### src/rtl/audio_out_pkg.sv
// Shared constants and types for the audio output FIFO: register byte addresses,
// playback state encoding and the default frame period.
package audio_out_pkg;

  localparam logic [31:0] ADDR_LEFT   = 32'h1000_0010;
  localparam logic [31:0] ADDR_RIGHT  = 32'h1000_0020;
  localparam logic [31:0] ADDR_STATUS = 32'h1000_0040;

  // 30 MHz clk / 44.1 kHz frame rate
  localparam int DEFAULT_TICKS_PER_SAMPLE = 680;

  typedef enum logic [0:0] {
    FILL = 1'b0,
    PLAY = 1'b1
  } state_t;

endpackage

### src/rtl/sync_fifo.sv
// Single-clock FIFO with occupancy count; pointers wrap modulo DEPTH (power of two).
// Push and pop in the same cycle are both honoured, including when full.
module sync_fifo #(
  parameter int WIDTH = 32,
  parameter int DEPTH = 64
) (
  input  logic                       clk,
  input  logic                       reset,
  input  logic                       push,
  input  logic [WIDTH-1:0]           push_data,
  input  logic                       pop,
  output logic [WIDTH-1:0]           pop_data,
  output logic                       full,
  output logic                       empty,
  output logic [$clog2(DEPTH):0]     level
);
  localparam int AW    = $clog2(DEPTH);
  localparam int LVL_W = AW + 1;

  logic [WIDTH-1:0] mem_r [DEPTH];
  logic [AW-1:0]    wr_ptr_r;
  logic [AW-1:0]    rd_ptr_r;
  logic [LVL_W-1:0] level_r;

  // storage array, no reset needed since pointers define validity
  always_ff @(posedge clk) begin
    if (push) begin
      mem_r[wr_ptr_r] <= push_data;
    end
  end

  // pointer and occupancy bookkeeping
  always_ff @(posedge clk or posedge reset) begin
    if (reset) begin
      wr_ptr_r <= '0;
      rd_ptr_r <= '0;
      level_r  <= '0;
    end else begin
      if (push) wr_ptr_r <= wr_ptr_r + AW'(1);
      if (pop)  rd_ptr_r <= rd_ptr_r + AW'(1);
      case ({push, pop})
        2'b10:   level_r <= level_r + LVL_W'(1);
        2'b01:   level_r <= level_r - LVL_W'(1);
        default: level_r <= level_r;
      endcase
    end
  end

  assign pop_data = mem_r[rd_ptr_r];
  assign full     = (level_r == LVL_W'(DEPTH));
  assign empty    = (level_r == LVL_W'(0));
  assign level    = level_r;

endmodule

### src/rtl/audio_out_fifo.sv
// Wishbone-fed stereo sample FIFO that plays one frame every TICKS_PER_SAMPLE clocks.
// Optional statistics (underrun counter, orphan flag) enabled by AUDIO_OUT_STATS_EN.
module audio_out_fifo
  import audio_out_pkg::*;
#(
  parameter int DEPTH            = 64,
  parameter int TICKS_PER_SAMPLE = DEFAULT_TICKS_PER_SAMPLE,
  parameter int START_LEVEL      = 40,
  parameter int LOW_LEVEL        = 4
) (
  input  logic               clk,
  input  logic               reset,
  input  logic               wb_cyc,
  input  logic               wb_stb,
  input  logic               wb_we,
  input  logic [29:0]        wb_adr,
  input  logic [31:0]        wb_mosi,
  output logic [31:0]        wb_miso,
  output logic               wb_ack,
  output logic signed [15:0] out_left,
  output logic signed [15:0] out_right,
  output logic               out_strobe,
  output logic               nearly_empty
);
  localparam int LVL_W  = $clog2(DEPTH) + 1;
  localparam int TICK_W = (TICKS_PER_SAMPLE > 1) ? $clog2(TICKS_PER_SAMPLE) : 1;

  state_t              state_r, state_n;
  logic [TICK_W-1:0]   tick_r, tick_n;
  logic [15:0]         held_left_r;
  logic                left_pending_r;
  logic                stat_ack_r;
  logic [31:0]         wb_miso_r;
  logic signed [15:0]  out_left_r, out_right_r;
  logic                out_strobe_r;
  logic                nearly_empty_r;

  logic [31:0]         byte_adr_s;
  logic                sel_s, left_wr_s, right_wr_s, stat_rd_s, stat_cap_s;
  logic                wrap_s, pop_s, push_s;
  logic                fifo_full_s, fifo_empty_s;
  logic [LVL_W-1:0]    level_s;
  logic [31:0]         pop_data_s;
  logic [15:0]         underrun_cnt_s;
  logic                orphan_s;
  logic [31:0]         status_s;
  logic                unused_s;

  assign byte_adr_s = {wb_adr, 2'b00};
  assign sel_s      = wb_cyc & wb_stb;
  assign left_wr_s  = sel_s & wb_we  & (byte_adr_s == ADDR_LEFT);
  assign right_wr_s = sel_s & wb_we  & (byte_adr_s == ADDR_RIGHT);
  assign stat_rd_s  = sel_s & ~wb_we & (byte_adr_s == ADDR_STATUS);
  assign stat_cap_s = stat_rd_s & ~stat_ack_r;

  assign wrap_s = (state_r == PLAY) && (tick_r == TICK_W'(TICKS_PER_SAMPLE - 1));
  assign pop_s  = wrap_s & ~fifo_empty_s;
  // a stalled RIGHT write lands in the same cycle a pop frees its slot
  assign push_s = ~reset & right_wr_s & (~fifo_full_s | pop_s);
  assign wb_ack = ~reset & (left_wr_s | push_s | (stat_ack_r & stat_rd_s));

  assign unused_s = ^wb_mosi[31:16];

  sync_fifo #(
    .WIDTH (32),
    .DEPTH (DEPTH)
  ) u_fifo (
    .clk       (clk),
    .reset     (reset),
    .push      (push_s),
    .push_data ({held_left_r, wb_mosi[15:0]}),
    .pop       (pop_s),
    .pop_data  (pop_data_s),
    .full      (fifo_full_s),
    .empty     (fifo_empty_s),
    .level     (level_s)
  );

  // playback state and frame tick register
  always_ff @(posedge clk or posedge reset) begin
    if (reset) begin
      state_r <= FILL;
      tick_r  <= '0;
    end else begin
      state_r <= state_n;
      tick_r  <= tick_n;
    end
  end

  // next-state: fill until above START_LEVEL, fall back to FILL on underrun
  always_comb begin
    state_n = state_r;
    tick_n  = tick_r;
    case (state_r)
      FILL: begin
        tick_n = '0;
        if (level_s > LVL_W'(START_LEVEL)) state_n = PLAY;
        else                               state_n = FILL;
      end
      PLAY: begin
        if (wrap_s) begin
          tick_n = '0;
          if (fifo_empty_s) state_n = FILL;
          else              state_n = PLAY;
        end else begin
          tick_n = tick_r + TICK_W'(1);
        end
      end
      default: begin
        state_n = FILL;
        tick_n  = '0;
      end
    endcase
  end

  // bus-side holding register, status read pipeline and output frame
  always_ff @(posedge clk or posedge reset) begin
    if (reset) begin
      held_left_r    <= 16'd0;
      left_pending_r <= 1'b0;
      stat_ack_r     <= 1'b0;
      wb_miso_r      <= 32'd0;
      out_left_r     <= 16'sd0;
      out_right_r    <= 16'sd0;
      out_strobe_r   <= 1'b0;
      nearly_empty_r <= 1'b1;
    end else begin
      if (left_wr_s) begin
        held_left_r    <= wb_mosi[15:0];
        left_pending_r <= 1'b1;
      end else if (push_s) begin
        left_pending_r <= 1'b0;
      end
      stat_ack_r <= stat_cap_s;
      if (stat_cap_s) wb_miso_r <= status_s;
      out_strobe_r <= pop_s;
      if (pop_s) {out_left_r, out_right_r} <= pop_data_s;
      nearly_empty_r <= (level_s < LVL_W'(LOW_LEVEL));
    end
  end

`ifdef AUDIO_OUT_STATS_EN
  logic [15:0] underrun_cnt_r;
  logic        orphan_r;

  // saturating underrun counter and sticky orphan-RIGHT flag (cleared by STATUS read)
  always_ff @(posedge clk or posedge reset) begin
    if (reset) begin
      underrun_cnt_r <= 16'd0;
      orphan_r       <= 1'b0;
    end else begin
      if (wrap_s && fifo_empty_s && (underrun_cnt_r != 16'hFFFF)) begin
        underrun_cnt_r <= underrun_cnt_r + 16'd1;
      end
      if (push_s && !left_pending_r) orphan_r <= 1'b1;
      else if (stat_cap_s)           orphan_r <= 1'b0;
    end
  end

  assign underrun_cnt_s = underrun_cnt_r;
  assign orphan_s       = orphan_r;
`else
  assign underrun_cnt_s = 16'd0;
  assign orphan_s       = 1'b0;
`endif

  assign status_s = {underrun_cnt_s, 4'd0, orphan_s, left_pending_r, nearly_empty_r,
                     (state_r == PLAY), 8'(level_s)};

  assign wb_miso      = wb_miso_r;
  assign out_left     = out_left_r;
  assign out_right    = out_right_r;
  assign out_strobe   = out_strobe_r;
  assign nearly_empty = nearly_empty_r;

endmodule

### config.mk
export PLATFORM = sky130hd
export DESIGN_NAME = audio_out_fifo
export DESIGN_NICKNAME = d
export VERILOG_FILES = /design/src/rtl/audio_out_pkg.sv /design/src/rtl/sync_fifo.sv /design/src/rtl/audio_out_fifo.sv
export SDC_FILE = /design/constraint.sdc
export NUM_CORES = 2
export LEC_CHECK = 0
export ABC_CLOCK_PERIOD_IN_PS = 7300
export CAP_MARGIN = 30
export CORE_ASPECT_RATIO = 0.9
export CORE_MARGIN = 5
export CORE_UTILIZATION = 53
export DETAILED_ROUTE_END_ITERATION = 10
export PLACE_DENSITY = 0.78
export RECOVER_POWER = 25
export SYNTH_ARGS = -nofsm -noshare
export SYNTH_HDL_FRONTEND = slang
export SYNTH_HIERARCHICAL = 1
export SYNTH_SLANG_ARGS = --single-unit
### constraint.sdc
create_clock -name clk -period 7.3 [get_ports clk]
set_input_delay 1.095 -clock clk [delete_from_list [all_inputs] [get_ports clk]]
set_output_delay 1.095 -clock clk [all_outputs]
set_load 0.02 [all_outputs]
==> metrics <==
final max-slew violation count 1191; core area 155000 sq um; commonest non-fill, non-tap cell in the layout edfxtp_1; WP data required 7.77 ns; non-filler cells, final 6171; Worst Reg-to-Reg Cells 12; delay of the slowest cell on the worst path 0.65 ns; First DRT Iteration DRCs 6818; Ports 134; Via density 6.60; Clock Latency Late Sink 0.82 ns; Sink Count 2140; cell taking the most area after synthesis edfxtp_1; post-synthesis sequential area ratio 0.773; area grow syn2layout 12.8%; Placed Cells 5805; CP Class register to register; DR DRC count 1; Avg WL per Cell 33.7 um; layout cells sized above 1 0.261; Initial Utilization 0.533; fin area 93100 sq um; Slew HR -1.60; reg-to-reg slack, setup 1.93 ns; # hold bufs at CTS 0; global route overflow 0; TritonCTS clock tree built; startpoint class of the critical path register; Post-synth top flop edfxtp_1; most frequent cells in the layout edfxtp_1, mux4_2, clkbuf_16, mux2i_1; gpl congestion 0.924; maxcap violations 22; period utilization 0.736; crit path DAT 5.84 ns; minimum hold slack 0.470 ns; first-pass GRT wire length 298 mm; Yosys warnings 6; Final Hold Viols 0; setup bufs post-CTS 0; DR vias 40700; Post-synth ARST share 0.0430; PortBufs 95; Pwr Density 251 nW/um^2; Nets 3993; Placement Rows 137; VDD IR max 0.000238 V; htree depth 4; Seq cells post-synth 2140; Final min period 5.37 ns; CP Capture Type register; post-synth top area share 0.745; status complete, but fails checks; Mapped Avg Cell Area 22.4 sq um; Die Footprint 164000 sq um; chip height 384 um; Routed Antenna Nets 0; worst path cell trace nor2_1, and4b_1, or4b_2, nor3_4, o2111ai_1, inv_1, inv_1, nor2_1, nand3_1, buf_4, nor2_4, buf_4; setup violators final 0; CTS Buf Count 193; Total GRT Usage 0.256; slew at the pin closest to its max-slew limit 3.89 ns; static leakage 0.0316 uW; detailed placement HPWL 120 mm; Cells after Synth 3689; First-pass DRT Iterations 11; clock slew at reported path FFs 0.07 ns; synthesized cell area 82600 sq um; initial antenna violation count 10; largest net degree at the start of global routing 152; vias in the first global route 40700; failing checks design-rule violations, max-capacitance violations, max-slew violations; Hold Crit Depth 1; library cells used by synthesis 70; maximum buffer depth of the clock tree 3; clk_skew 0.0331 ns; setup tns final 0 ns; Post-DP Area 87100 sq um; Hold Crit Class register to register; top post-synthesis cells by area edfxtp_1, mux4_2, dfrtp_1; Die W 426 um; number of synthesized flops with an enable pin 2048; CP max stage cell or4b_2; post-CTS sizing 0; FMAX 186 MHz; routed wire length 208 mm; RSZ-0062 raised after global routing no; CP Max Fanout 18; clock root buffer clkbuf_16
[metrics by stage]
step	worst slack [ns]	power, uW	utilization
after floorplan	2.10	13600	-
after global placement	1.43	13800	0.556
after detailed placement	1.35	13800	0.562
after CTS	1.92	23500	0.601
after global routing	1.86	24000	0.601
final	1.93	23400	0.601
[metal layers]
metal / GRT usage / part of all wire / wire length, um
met4: 0.112 / 0.052 / 10800
met2: 0.390 / 0.47 / 98000
met5: 0.000298 / 0.00024 / 51
met3: 0.0794 / 0.13 / 26600
met1: 0.345 / 0.35 / 72700
[cell type report]
type | count | area [sq um]
fillers | 10300 | 61900
multi-input cells | 1329 | 17900
clock inverters | 119 | 1050
flip-flops and latches | 2140 | 63800
diodes | 7 | 17.5
inverters | 12 | 46.3
well taps | 2085 | 2610
clock buffers | 235 | 5030
repair buffers | 244 | 2620
[kinds of logic after synthesis]
| family | Yosys count | synth area share |
|---|---|---|
| compound gates | 309 | 0.0267 |
| mux | 701 | 0.163 |
| fa+ha+maj | 6 | 0.000909 |
| flops | 2140 | 0.773 |
| xor+xnor | 26 | 0.00276 |
| other cells | 1 | 0.0000454 |
| buf+inv | 241 | 0.0170 |
| simple gates | 265 | 0.0165 |
[synthesized netlist by cell type, types with 3 or more instances]
library cell	number
a311oi_1	3
and2_1	3
or4_1	3
nand2_1	65
a22oi_1	62
nor2_1	87
xnor2_1	13
buf_4	76
a311o_1	4
a31oi_1	30
dfrtp_1	91
buf_6	18
nor2b_1	12
a211oi_1	5
inv_1	11
o22ai_1	57
nor4_1	6
ha_1	6
mux2i_1	130
buf_2	60
o21ai_0	6
a221oi_1	3
mux2_2	58
a21oi_1	38
nor3_1	6
a211o_1	28
mux4_2	511
and3b_1	4
nand4_1	32
clkbuf_1	74
a21o_1	29
and4_1	4
xor2_1	13
o221ai_1	31
nand2b_1	7
edfxtp_1	2048
nand3_1	12
[critical path, delay by kind of cell (launching register included)]
kind	cells	cell delay [ns]
simple gates	7	2.65
compound gates	1	0.26
flops	1	0.53
buf+inv	4	1.55
[flip-flops by register name (all words and copies together), names as in the netlist, 7 cells and up]
name / count
wb_miso: 10
out_right: 16
out_left: 16
u_fifo/level: 7
held_left_r: 16
tick_r: 10
u_fifo/mem_r: 2048
[where the power goes]
group / switching [uW] / internal (uW)
clock network: 4380 / 5470
logic: 141 / 23.9
registers: 0.00000377 / 13400
total: 4520 / 18800
[path summary, 6_finish.rpt]
kind                                             start                        endpoint
min                                tick_r[0]$_DFF_PP0_             tick_r[0]$_DFF_PP0_
max in group asynchronous                        reset     held_left_r[15]$_DFFE_PP0P_
max                        u_fifo/level[3]$_DFFE_PP0P_  u_fifo/mem_r[30][14]$_DFFE_PP_
min in group asynchronous                        reset     u_fifo/level[1]$_DFFE_PP0P_
min reg2reg                        tick_r[0]$_DFF_PP0_             tick_r[0]$_DFF_PP0_
max reg2reg                u_fifo/level[3]$_DFFE_PP0P_  u_fifo/mem_r[30][14]$_DFFE_PP_
No activity file was read; power rests on OpenSTA's default activity.
